### config.mk
export PLATFORM = sky130hd
export DESIGN_NAME = tdm_demux_flat
export DESIGN_NICKNAME = d
export VERILOG_FILES = /design/src/rtl/tdm_demux_if.sv /design/src/rtl/tdm_demux.sv /design/src/flat_wrapper.sv
export SDC_FILE = /design/constraint.sdc
export NUM_CORES = 1
export LEC_CHECK = 0
export ABC_AREA = 1
export CAP_MARGIN = 20
export CORE_AREA = 2 2 39 41
export CTS_CLUSTER_DIAMETER = 150
export DETAILED_ROUTE_END_ITERATION = 8
export DIE_AREA = 0 0 41 43
export PLACE_DENSITY = 0.83
export SLEW_MARGIN = 20
export SYNTH_ARGS = -nofsm -noshare
export SYNTH_HDL_FRONTEND = slang
export SYNTH_SLANG_ARGS = --single-unit
export TNS_END_PERCENT = 10
### constraint.sdc
create_clock -name clock -period 3.3 [get_ports clock]
set_input_delay 0.66 -clock clock [delete_from_list [all_inputs] [get_ports clock]]
set_output_delay 0.66 -clock clock [all_outputs]
set_load 0.02 [all_outputs]
### src/rtl/tdm_demux_if.sv
// Bundles the serial beat input and the recovered parallel frame output of tdm_demux.
// The slave modport is the demux side, and the master modport is the link driver and consumer side.
interface tdm_demux_if #(
    parameter int N        = 1,
    parameter int CHANNELS = 4
);
    localparam int SW = (CHANNELS > 1) ? $clog2(CHANNELS) : 1;

    logic [N-1:0]          in_data;
    logic                  in_valid;
    logic                  in_sync;
    logic [CHANNELS*N-1:0] out_data;
    logic                  out_valid;
    logic [SW-1:0]         slot;
    logic                  sync_err;
    logic                  locked;

    modport slave (
        input  in_data, in_valid, in_sync,
        output out_data, out_valid, slot, sync_err, locked
    );

    modport master (
        output in_data, in_valid, in_sync,
        input  out_data, out_valid, slot, sync_err, locked
    );
endinterface

### src/rtl/tdm_demux.sv
// TDM demultiplexer: it finds frame alignment from the slot-0 sync flag and gathers one word per beat into a shadow frame.
// Each completed frame is presented in parallel, together with a single-cycle valid pulse.
module tdm_demux #(
    parameter int N        = 1,
    parameter int CHANNELS = 4
) (
    input  logic       clock,
    input  logic       reset,
    tdm_demux_if.slave bus
);
    localparam int SW = (CHANNELS > 1) ? $clog2(CHANNELS) : 1;

    typedef enum logic {HUNT, COLLECT} state_t;

    state_t                state_q,     state_d;
    logic [SW-1:0]         slot_q,      slot_d;
    logic [CHANNELS*N-1:0] shadow_q,    shadow_d;
    logic [CHANNELS*N-1:0] out_data_q,  out_data_d;
    logic                  out_valid_q, out_valid_d;
    logic                  sync_err_q,  sync_err_d;

    logic                  wr_en;
    logic [SW-1:0]         wr_idx;
    logic [CHANNELS*N-1:0] merged;

    // Decide which slot, if any, the current beat lands in, and whether it breaks alignment.
    always_comb begin
        wr_en      = 1'b0;
        wr_idx     = '0;
        sync_err_d = 1'b0;
        state_d    = state_q;
        if (bus.in_valid) begin
            if (bus.in_sync) begin
                wr_en      = 1'b1;
                sync_err_d = (state_q == COLLECT) && (slot_q != '0);
                state_d    = COLLECT;
            end else if (state_q == COLLECT) begin
                if (slot_q == '0) begin
                    sync_err_d = 1'b1;
                    state_d    = HUNT;
                end else begin
                    wr_en  = 1'b1;
                    wr_idx = slot_q;
                end
            end
        end
    end

    always_comb begin
        for (int k = 0; k < CHANNELS; k++) begin
            merged[k*N +: N] = (wr_en && wr_idx == SW'(k)) ? bus.in_data : shadow_q[k*N +: N];
        end
    end

    // A write into the last slot completes the frame. The slot counter then wraps without leaving COLLECT.
    always_comb begin
        shadow_d    = shadow_q;
        slot_d      = slot_q;
        out_data_d  = out_data_q;
        out_valid_d = 1'b0;
        if (wr_en) begin
            shadow_d = merged;
            if (wr_idx == SW'(CHANNELS - 1)) begin
                out_data_d  = merged;
                out_valid_d = 1'b1;
                slot_d      = '0;
            end else begin
                slot_d = wr_idx + SW'(1);
            end
        end else if (sync_err_d) begin
            slot_d = '0;
        end
    end

    always_ff @(posedge clock or posedge reset) begin
        if (reset) begin
            state_q     <= HUNT;
            slot_q      <= '0;
            shadow_q    <= '0;
            out_data_q  <= '0;
            out_valid_q <= 1'b0;
            sync_err_q  <= 1'b0;
        end else begin
            state_q     <= state_d;
            slot_q      <= slot_d;
            shadow_q    <= shadow_d;
            out_data_q  <= out_data_d;
            out_valid_q <= out_valid_d;
            sync_err_q  <= sync_err_d;
        end
    end

    assign bus.out_data  = out_data_q;
    assign bus.out_valid = out_valid_q;
    assign bus.slot      = slot_q;
    assign bus.sync_err  = sync_err_q;
    assign bus.locked    = (state_q == COLLECT);
endmodule

### src/flat_wrapper.sv
// flat-port wrapper written by rule: the top's interface ports become plain ports
module tdm_demux_flat 
#(
    parameter int N        = 1,
    parameter int CHANNELS = 4
)
  (clock, reset, bus_in_data, bus_in_valid, bus_in_sync, bus_out_data, bus_out_valid, bus_slot, bus_sync_err, bus_locked);
  tdm_demux_if #(.N(N), .CHANNELS(CHANNELS)) bus_i ();
  input  logic clock;
  input  logic reset;
  input wire logic [$bits(bus_i.in_data)-1:0] bus_in_data;
  input wire logic [$bits(bus_i.in_valid)-1:0] bus_in_valid;
  input wire logic [$bits(bus_i.in_sync)-1:0] bus_in_sync;
  output wire logic [$bits(bus_i.out_data)-1:0] bus_out_data;
  output wire logic [$bits(bus_i.out_valid)-1:0] bus_out_valid;
  output wire logic [$bits(bus_i.slot)-1:0] bus_slot;
  output wire logic [$bits(bus_i.sync_err)-1:0] bus_sync_err;
  output wire logic [$bits(bus_i.locked)-1:0] bus_locked;
  assign bus_i.in_data = bus_in_data;
  assign bus_i.in_valid = bus_in_valid;
  assign bus_i.in_sync = bus_in_sync;
  assign bus_out_data = bus_i.out_data;
  assign bus_out_valid = bus_i.out_valid;
  assign bus_slot = bus_i.slot;
  assign bus_sync_err = bus_i.sync_err;
  assign bus_locked = bus_i.locked;
  tdm_demux #(.N(N), .CHANNELS(CHANNELS)) u_core (.clock(clock), .reset(reset), .bus(bus_i));
endmodule
==> results of run 1 <==
cell usage after synthesis:
library cell	count	area, sq um
nor3_1	2	10.0
nand3_4	2	35.0
inv_2	3	11.3
nor2_1	2	7.51
nand4_1	3	18.8
and2_1	3	18.8
nand3_1	7	35.0
inv_1	9	33.8
buf_2	1	5.00
a21oi_1	2	10.0
nand2_1	21	78.8
dfrtp_1	12	300
ha_1	4	50.1
clkinv_2	1	5.00
registers in the layout (all words and copies together) (netlist names):
name                  count
u_core.bus.slot           2
u_core.bus.sync_err       1
u_core.bus.out_data       4
u_core.bus.out_valid      1
u_core.shadow_q           3
u_core.bus.locked         1
kinds of logic after synthesis:
kind of cell / synth area share (%)
flops: 48.5
fa+ha+maj: 8.08
compound gates: 1.62
buf+inv: 8.89
simple gates: 32.9
per-layer routing:
metal | wire length (um) | vias up | share of wire, %
li1 | - | 256 | -
met1 | 490 | 238 | 42
met2 | 630 | 8 | 54
met3 | 24 | 3 | 2.0
met4 | 31 | 0 | 2.6
met5 | 0 | - | 0
critical path: stages:
cell and delay (ns):
clkdlybuf4s50_1 0.72, inv_2 0.08, nor2_1 0.13, nand2_1 0.12, inv_2 0.09, ha_1 0.19, nand3_4 0.10, clkinv_2 0.10
nand3_1 0.08, nand2_1 0.06
area by class of cell:
type | count | area share (%)
clock buffers | 4 | 4.53
inverters | 13 | 6.25
multi-input cells | 46 | 33.0
flip-flops and latches | 12 | 37.5
well taps | 16 | 2.50
repair buffers | 13 | 16.3
final timing paths:
kind | startpoint | to | slack, ns | depth (start not counted)
max in group asynchronous | reset | u_core.bus.out_data[1] | 2.32 | 2
min in group asynchronous | reset | u_core.bus.sync_err | 0.67 | 2
hold reg to reg | u_core.bus.out_data[1] | u_core.bus.out_data[1] | 0.49 | 2
setup / recovery | bus_in_valid | u_core.bus.out_data[0] | 1.18 | 10
setup reg to reg | u_core.bus.slot[0] | u_core.bus.out_data[0] | 1.77 | 9
hold / removal | u_core.bus.out_data[1] | u_core.bus.out_data[1] | 0.49 | 2
per-stage QoR:
| stage | setup slack (ns) | power [mW] |
|---|---|---|
| CTS | 1.18 | 0.408 |
| floorplan | 1.58 | 0.246 |
| global route | 1.04 | 0.426 |
| finish | 1.18 | 0.404 |
| global placement | 0.928 | 0.280 |
| detailed placement | 0.880 | 0.284 |
power by group through the flow:
stage	combinational (mW)	sequential, mW	clock (mW)
6_report	0.102	0.179	0.123
2_1_floorplan	0.0534	0.193	0
5_1_grt	0.115	0.181	0.131
3_3_place_gp	0.0994	0.181	0
3_5_place_dp	0.103	0.181	0
4_1_cts	0.103	0.179	0.125
==> impl_metrics.env, run 1 <==
export IMPL_num_io_pins=14
export IMPL_slew_headroom_pct=69.7
export IMPL_place_area_sq_um=764
export IMPL_cts_setup_buffers=0
export IMPL_cts_tree="done"
export IMPL_die_y_um=43
export IMPL_grt_max_degree=13
export IMPL_combPwrFrac_pct=25.4
export IMPL_final_cell_mix="nand2_1, clkdlybuf4s50_1, dfrtp_1"
export IMPL_end_kind="register"
export IMPL_ir_drop_mv=0.305
export IMPL_hold_ws_ns=0.488
export IMPL_synth_cell_type_count=14
export IMPL_numCtsBuffers=3
export IMPL_p_sw_mw=0.126
export IMPL_crit_fanout=10
export IMPL_required_ns=3.53
export IMPL_clkSlewWorstSetupHoldPaths_ns=0.08
export IMPL_use_met1_pct=19.0
export IMPL_top_usage_layer="met2"
export IMPL_clkLatencyLatePin_ns=0.29
export IMPL_instances_no_fill=104
export IMPL_drc=0
export IMPL_n_fill_cell=136
export IMPL_viasPerCell=4.86
export IMPL_vias=505
export IMPL_start_util_pct=44.8
export IMPL_seqCellArea_sq_um=300
export IMPL_antenna_left=0
export IMPL_hold_path_class="register to register"
export IMPL_first_global_vias=486
export IMPL_clock_sinks=12
export IMPL_port_buffers=13
export IMPL_rsz0062_at_grt="false"
export IMPL_syn_inst=72
export IMPL_syn_area_sq_um=619
export IMPL_syn_area_per_cell_sq_um=8.60
export IMPL_hold_buffers=0
export IMPL_multi_input_area_sq_um=264
export IMPL_fin_crit_ns=2.12
export IMPL_htree_levels=1
export IMPL_critPathKind="primary input to register"
export IMPL_drt_initial_drc_count=6
export IMPL_max_cap_viol_count=0
export IMPL_synth_nets=81
export IMPL_first_pass_iters=4
export IMPL_met3_usage_pct=3.14
export IMPL_grt_total_usage_pct=16.6
export IMPL_tns_ns=0
export IMPL_final_common_cell="nand2_1"
export IMPL_outcome="completed"
export IMPL_grt_pass1_wl_um=1920
export IMPL_worstMarginPinSlew_ns=0.454
export IMPL_dp_hpwl_um=905
export IMPL_seq_power_share_pct=44.3
export IMPL_ys_warnings_count=0
export IMPL_clock_skew_ns=0.00112
export IMPL_ys_seq_area_share_pct=48.5
export IMPL_power_frac_clock_pct=30.4
export IMPL_utilization_pct=57.9
export IMPL_die_area_sq_mm=0.00176
export IMPL_p_sw_share_pct=31.1
export IMPL_rows=14
export IMPL_clk_path_buf_depth=2
export IMPL_nets=98
export IMPL_fmax_mhz=473
export IMPL_finalMaxSlewViolations=0
export IMPL_dpl_cell_count=100
export IMPL_drt_wl_total_um=1180
export IMPL_grtUsageMet2_pct=25.0
export IMPL_power_internal_mw=0.278
export IMPL_final_period_utilization_pct=64.1
export IMPL_gp_congestion=0.793
export IMPL_layout_drive_gt1_share_pct=11.4
export IMPL_worstPathArrival_ns=2.35
export IMPL_core_sq_mm=0.00138
export IMPL_antennaDiodeCount=0
export IMPL_wl_per_cell_um=11.3
export IMPL_fin_area_sq_um=801
export IMPL_antenna_found_initial=0
export IMPL_area_delta_synth_final_pct=29.3
export IMPL_setup_viol=0
export IMPL_root_buffer="clkbuf_4"
export IMPL_grt_ovfl_total=0
export IMPL_ctsResizeCount=0
export IMPL_ys_ff_latch=12
export IMPL_finalHoldViolations=0
export IMPL_critPathLaunchType="primary input"
export IMPL_power_density_mw_per_mm2=504
export IMPL_power_leakage_nw=0.427
export IMPL_die_w_um=41
(Power assumes the default switching activity.)
==> run 2, diff against run 1 <==
--- a/config.mk
+++ b/config.mk
@@ -7,11 +7,11 @@
 export LEC_CHECK = 0
 export ABC_AREA = 1
 export CAP_MARGIN = 20
-export CORE_AREA = 2 2 39 41
+export CORE_AREA = 2 2 42 44
 export CTS_CLUSTER_DIAMETER = 150
 export DETAILED_ROUTE_END_ITERATION = 8
-export DIE_AREA = 0 0 41 43
-export PLACE_DENSITY = 0.83
+export DIE_AREA = 0 0 44 46
+export PLACE_DENSITY = 0.76
 export SLEW_MARGIN = 20
 export SYNTH_ARGS = -nofsm -noshare
 export SYNTH_HDL_FRONTEND = slang
==> constraint.sdc (replaced) <==
create_clock -name clock -period 1.75 [get_ports clock]
set_input_delay 0.35 -clock clock [delete_from_list [all_inputs] [get_ports clock]]
set_output_delay 0.35 -clock clock [all_outputs]
set_load 0.02 [all_outputs]
==> run 2 against run 1 <==
First-iteration DRC count is 130% higher; clock skew about the same; combinational power increased by 94%; hold slack got worse by 0.11 ns; final cell count is 5.8% higher; power up 86%; cell area rose by 4.8%; utilization decreased by 5.9 points; clock-buffer cell count did not move; critical path type is now register to output pin; critical endpoint is now bus_locked; largest cell class unchanged; largest power group unchanged.
==> impl_metrics.env, run 2 (synthesis results as in run 1) <==
export IMPL_outcome="completed"
export IMPL_drc=0
export IMPL_final_common_cell="nand2_1"
export IMPL_clock_skew_ns=0.000893
export IMPL_crit_slowest_cell="clkdlybuf4s50_1"
export IMPL_cts_setup_buffers=0
export IMPL_clkLatencyLatePin_ns=0.27
export IMPL_port_buffers=13
export IMPL_crit_fanout=5
export IMPL_dpl_cell_count=106
export IMPL_r2r_end="u_core.bus.out_data[2]"
export IMPL_grt_pass1_wl_um=2110
export IMPL_ctsResizeCount=0
export IMPL_drt_wl_total_um=1190
export IMPL_die_area_sq_mm=0.00202
export IMPL_max_stage_delay_ns=0.63
export IMPL_dr_wl_met2_um=545
export IMPL_finalMaxSlewViolations=0
export IMPL_cp_depth=1
export IMPL_wl_met1_um=549
export IMPL_max_cap_viol_count=0
export IMPL_htree_levels=1
export IMPL_final_period_utilization_pct=95.3
export IMPL_end_kind="output pin"
export IMPL_rows=15
export IMPL_utilization_pct=52.0
export IMPL_hold_buffers=0
export IMPL_worst_path_buf_inv=1
export IMPL_tns_ns=0
export IMPL_worstMarginPinSlew_ns=0.440
export IMPL_rr_startpoint="u_core.bus.locked"
export IMPL_numCtsBuffers=3
export IMPL_power_density_mw_per_mm2=897
export IMPL_r2r_slack_ns=0.21
export IMPL_grt_ovfl_total=0
export IMPL_wl_per_cell_um=10.9
export IMPL_final_cell_mix="nand2_1, clkdlybuf4s50_1, dfrtp_1"
export IMPL_critPathKind="register to output pin"
export IMPL_path_cells="clkdlybuf4s50_1"
export IMPL_die_y_um=46
export IMPL_fin_crit_ns=1.67
export IMPL_core_sq_mm=0.00161
export IMPL_worstPathArrival_ns=1.32
export IMPL_rsz0062_at_grt="false"
export IMPL_num_io_pins=14
export IMPL_slew_headroom_pct=70.6
export IMPL_area_delta_synth_final_pct=35.6
export IMPL_grt_total_usage_pct=14.8
export IMPL_setup_viol=0
export IMPL_first_pass_iters=5
export IMPL_viasPerCell=4.73
export IMPL_ff2ff_path_depth=9
export IMPL_root_buffer="clkbuf_4"
export IMPL_antenna_left=0
export IMPL_required_ns=1.40
export IMPL_clk_path_buf_depth=2
export IMPL_grt_max_degree=13
export IMPL_antennaDiodeCount=0
export IMPL_clock_sinks=12
export IMPL_clkSlewWorstSetupHoldPaths_ns=0.07
export IMPL_nets=103
export IMPL_vias=520
export IMPL_first_global_vias=502
export IMPL_antenna_found_initial=0
export IMPL_largest_register_ffs=4
export IMPL_top_layer_used="met4"
export IMPL_start_util_pct=38.4
export IMPL_ir_drop_mv=0.514
export IMPL_die_w_um=44
export IMPL_finalHoldViolations=0
export IMPL_gp_congestion=0.800
export IMPL_drt_initial_drc_count=14
export IMPL_power_leakage_nw=0.452
export IMPL_dp_hpwl_um=932
export IMPL_cts_tree="done"
export IMPL_fmax_mhz=599
export IMPL_cp_top_family="buffers and inverters"
export IMPL_critPathLaunchType="register"
export IMPL_instances_no_fill=110
export IMPL_hold_path_class="primary input to async pin"
export IMPL_dr_wl_met3_um=57
export IMPL_layout_drive_gt1_share_pct=16.1
==> run 2: cell count changes in the layout (fill, tap and decap cells not counted) <==
| cell | delta |
|---|---|
| buf_4 | +5 |
==> run 2: metal layers <==
metal / track usage (%) / vias to the layer above
met5: 0 / -
met4: 10.3 / 0
met3: 3.97 / 5
met2: 21.2 / 18
met1: 19.1 / 230
li1: - / 267
==> run 2: how the worst max path moves through the flow <==
| stage | startpoint | end | slack [ns] |
|---|---|---|---|
| finish | u_core.bus.locked | bus_locked | 0.08 |
| global route | u_core.bus.locked | bus_locked | 0.03 |
| CTS | u_core.bus.locked | bus_locked | 0.08 |
| detailed placement | bus_in_valid | u_core.shadow_q[2] | -0.1 |
| global placement | bus_in_valid | u_core.shadow_q[2] | -0.01 |
| floorplan | u_core.bus.locked | u_core.bus.out_data[1] | 0.29 |
==> run 2: layout make-up <==
type	count	area, sq um
Clock buffer	4	36.3
Fill cell	135	774
Inverter	13	50.0
Multi-Input combinational cell	46	264
Sequential cell	12	300
Tap cell	17	21.3
Timing Repair Buffer	18	168
==> run 2: where the power goes <==
part | internal [mW] | switching (mW) | total (mW)
Combinational | 0.0882 | 0.109 | 0.198
Sequential | 0.316 | 0.0218 | 0.338
Clock | 0.127 | 0.0912 | 0.218
==> run 2: through the flow <==
step / hold WS, ns / setup WS [ns] / total power [mW] / instance area (sq um)
after CTS: 0.397 / 0.0783 / 0.762 / 840
after floorplan: 0.215 / 0.292 / 0.464 / 619
after global routing: 0.419 / 0.0260 / 0.816 / 840
after global placement: 0.475 / -0.0135 / 0.538 / 803
final: 0.376 / 0.0816 / 0.753 / 840
after detailed placement: 0.465 / -0.0995 / 0.542 / 803
==> run 3, diff against run 2 <==
--- a/config.mk
+++ b/config.mk
@@ -7,11 +7,11 @@
 export LEC_CHECK = 0
 export ABC_AREA = 1
 export CAP_MARGIN = 20
-export CORE_AREA = 2 2 42 44
+export CORE_AREA = 2 2 43 45
 export CTS_CLUSTER_DIAMETER = 150
 export DETAILED_ROUTE_END_ITERATION = 8
-export DIE_AREA = 0 0 44 46
-export PLACE_DENSITY = 0.76
+export DIE_AREA = 0 0 45 47
+export PLACE_DENSITY = 0.73
 export SLEW_MARGIN = 20
 export SYNTH_ARGS = -nofsm -noshare
 export SYNTH_HDL_FRONTEND = slang
==> run 3 against run 2 <==
Largest cell class unchanged; via count decreased by 0.96%; maximum frequency increased by 0.27%; final cell count unchanged; largest power group unchanged.
==> impl_metrics.env, run 3 (synthesis results as in run 1) <==
export IMPL_root_buffer="clkbuf_4"
export IMPL_max_cap_viol_count=0
export IMPL_grt_pass1_wl_um=1860
export IMPL_cts_tree="done"
export IMPL_final_period_utilization_pct=95.1
export IMPL_clock_skew_ns=0.000400
export IMPL_cts_setup_buffers=0
export IMPL_antennaDiodeCount=0
export IMPL_p_sw_mw=0.231
export IMPL_rsz0062_at_grt="false"
export IMPL_critPathKind="register to output pin"
export IMPL_hold_path_class="primary input to async pin"
export IMPL_n_fill_cell=159
export IMPL_hold_ws_ns=0.374
export IMPL_worstPathArrival_ns=1.31
export IMPL_clk_path_buf_depth=2
export IMPL_drt_wl_total_um=1130
export IMPL_grt_ovfl_total=0
export IMPL_wl_per_cell_um=10.3
export IMPL_die_area_sq_mm=0.00212
export IMPL_num_io_pins=14
export IMPL_fin_crit_ns=1.66
export IMPL_rows=15
export IMPL_power_internal_mw=0.531
export IMPL_dp_hpwl_um=871
export IMPL_seqCellArea_sq_um=300
export IMPL_cp_top_family="buffers and inverters"
export IMPL_fmax_mhz=601
export IMPL_grt_max_degree=13
export IMPL_ir_drop_mv=0.395
export IMPL_combPwrFrac_pct=25.8
export IMPL_power_density_mw_per_mm2=907
export IMPL_core_sq_mm=0.00165
export IMPL_clkLatencyLatePin_ns=0.28
export IMPL_first_pass_iters=4
export IMPL_drt_initial_drc_count=11
export IMPL_power_total_mw=0.762
export IMPL_post_place_ws_ns=-0.0706
export IMPL_final_common_cell="nand2_1"
export IMPL_final_cell_mix="nand2_1, clkdlybuf4s50_1, dfrtp_1"
export IMPL_dpl_cell_count=106
export IMPL_finalHoldViolations=0
export IMPL_die_y_um=47
export IMPL_numCtsBuffers=3
export IMPL_crit_slowest_cell="clkdlybuf4s50_1"
export IMPL_max_stage_delay_ns=0.62
export IMPL_gp_congestion=0.771
export IMPL_largest_register_ffs=4
export IMPL_crit_fanout=4
export IMPL_path_cells="clkdlybuf4s50_1"
export IMPL_port_buffers=13
export IMPL_start_util_pct=37.5
export IMPL_multi_input_area_sq_um=264
export IMPL_setup_ws_ns=0.0861
export IMPL_antenna_left=0
export IMPL_finalMaxSlewViolations=0
export IMPL_viasPerCell=4.68
export IMPL_worst_path_buf_inv=1
export IMPL_hold_buffers=0
export IMPL_vias=515
export IMPL_drc=0
export IMPL_outcome="completed"
export IMPL_power_leakage_nw=0.452
export IMPL_required_ns=1.40
export IMPL_worstMarginPinSlew_ns=0.461
export IMPL_instances_no_fill=110
export IMPL_clkSlewWorstSetupHoldPaths_ns=0.08
export IMPL_slew_headroom_pct=69.2
export IMPL_power_frac_clock_pct=29.8
export IMPL_ctsResizeCount=0
export IMPL_p_sw_share_pct=30.3
export IMPL_clock_sinks=12
export IMPL_antenna_found_initial=0
export IMPL_seq_power_share_pct=44.4
export IMPL_critPathLaunchType="register"
export IMPL_die_w_um=45
export IMPL_first_global_vias=476
export IMPL_setup_viol=0
export IMPL_htree_levels=1
export IMPL_grt_total_usage_pct=12.6
export IMPL_area_delta_synth_final_pct=35.6
export IMPL_layout_drive_gt1_share_pct=16.1
export IMPL_end_kind="output pin"
export IMPL_nets=103
run 3: cell counts in the layout (fill, tap and decap cells not counted):
Identical to the previous run, type by type.
run 3: cell type report:
| class | count | area share [%] |
|---|---|---|
| Sequential cell | 12 | 35.8 |
| Multi-Input combinational cell | 46 | 31.4 |
| Timing Repair Buffer | 18 | 20.0 |
| Inverter | 13 | 5.96 |
| Clock buffer | 4 | 4.32 |
| Tap cell | 17 | 2.53 |
run 3: layer usage:
metal / GRT usage, % / vias to the layer above / routed length [um]
li1: - / 266 / -
met1: 14.8 / 236 / 515
met2: 20.9 / 8 / 551
met3: 1.15 / 5 / 21
met4: 10.6 / 0 / 42
met5: 0 / - / 0
run 3: path summary, 6_finish.rpt:
check	from	to	slack, ns	cells past startpoint
worst max-delay path	u_core.bus.slot[0]	bus_slot[0]	0.09	1
worst min-delay path	reset	u_core.bus.sync_err	0.37	2
worst max register to register	u_core.bus.slot[0]	u_core.bus.out_data[1]	0.24	9
worst min register to register	u_core.bus.out_data[2]	u_core.bus.out_data[2]	0.48	2
max in group asynchronous	reset	u_core.bus.locked	1.06	2
min in group clock	u_core.bus.out_data[2]	u_core.bus.out_data[2]	0.48	2
run 3: power by group through the flow:
| stage | sequential, mW | combinational, mW | clock [mW] |
|---|---|---|---|
| after floorplan | 0.363 | 0.101 | 0 |
| after global placement | 0.340 | 0.194 | 0 |
| after detailed placement | 0.344 | 0.198 | 0 |
| after CTS | 0.339 | 0.199 | 0.228 |
| after global routing | 0.344 | 0.219 | 0.246 |
| final | 0.338 | 0.197 | 0.227 |
run 3: through the flow:
step / setup TNS [ns] / utilization (%) / area [sq um]
6_report: 0 / 50.8 / 840
5_1_grt: 0 / 50.8 / 840
3_5_place_dp: -0.379 / 48.6 / 803
2_1_floorplan: 0 / - / 619
3_3_place_gp: -0.174 / 48.6 / 803
4_1_cts: 0 / 50.8 / 840
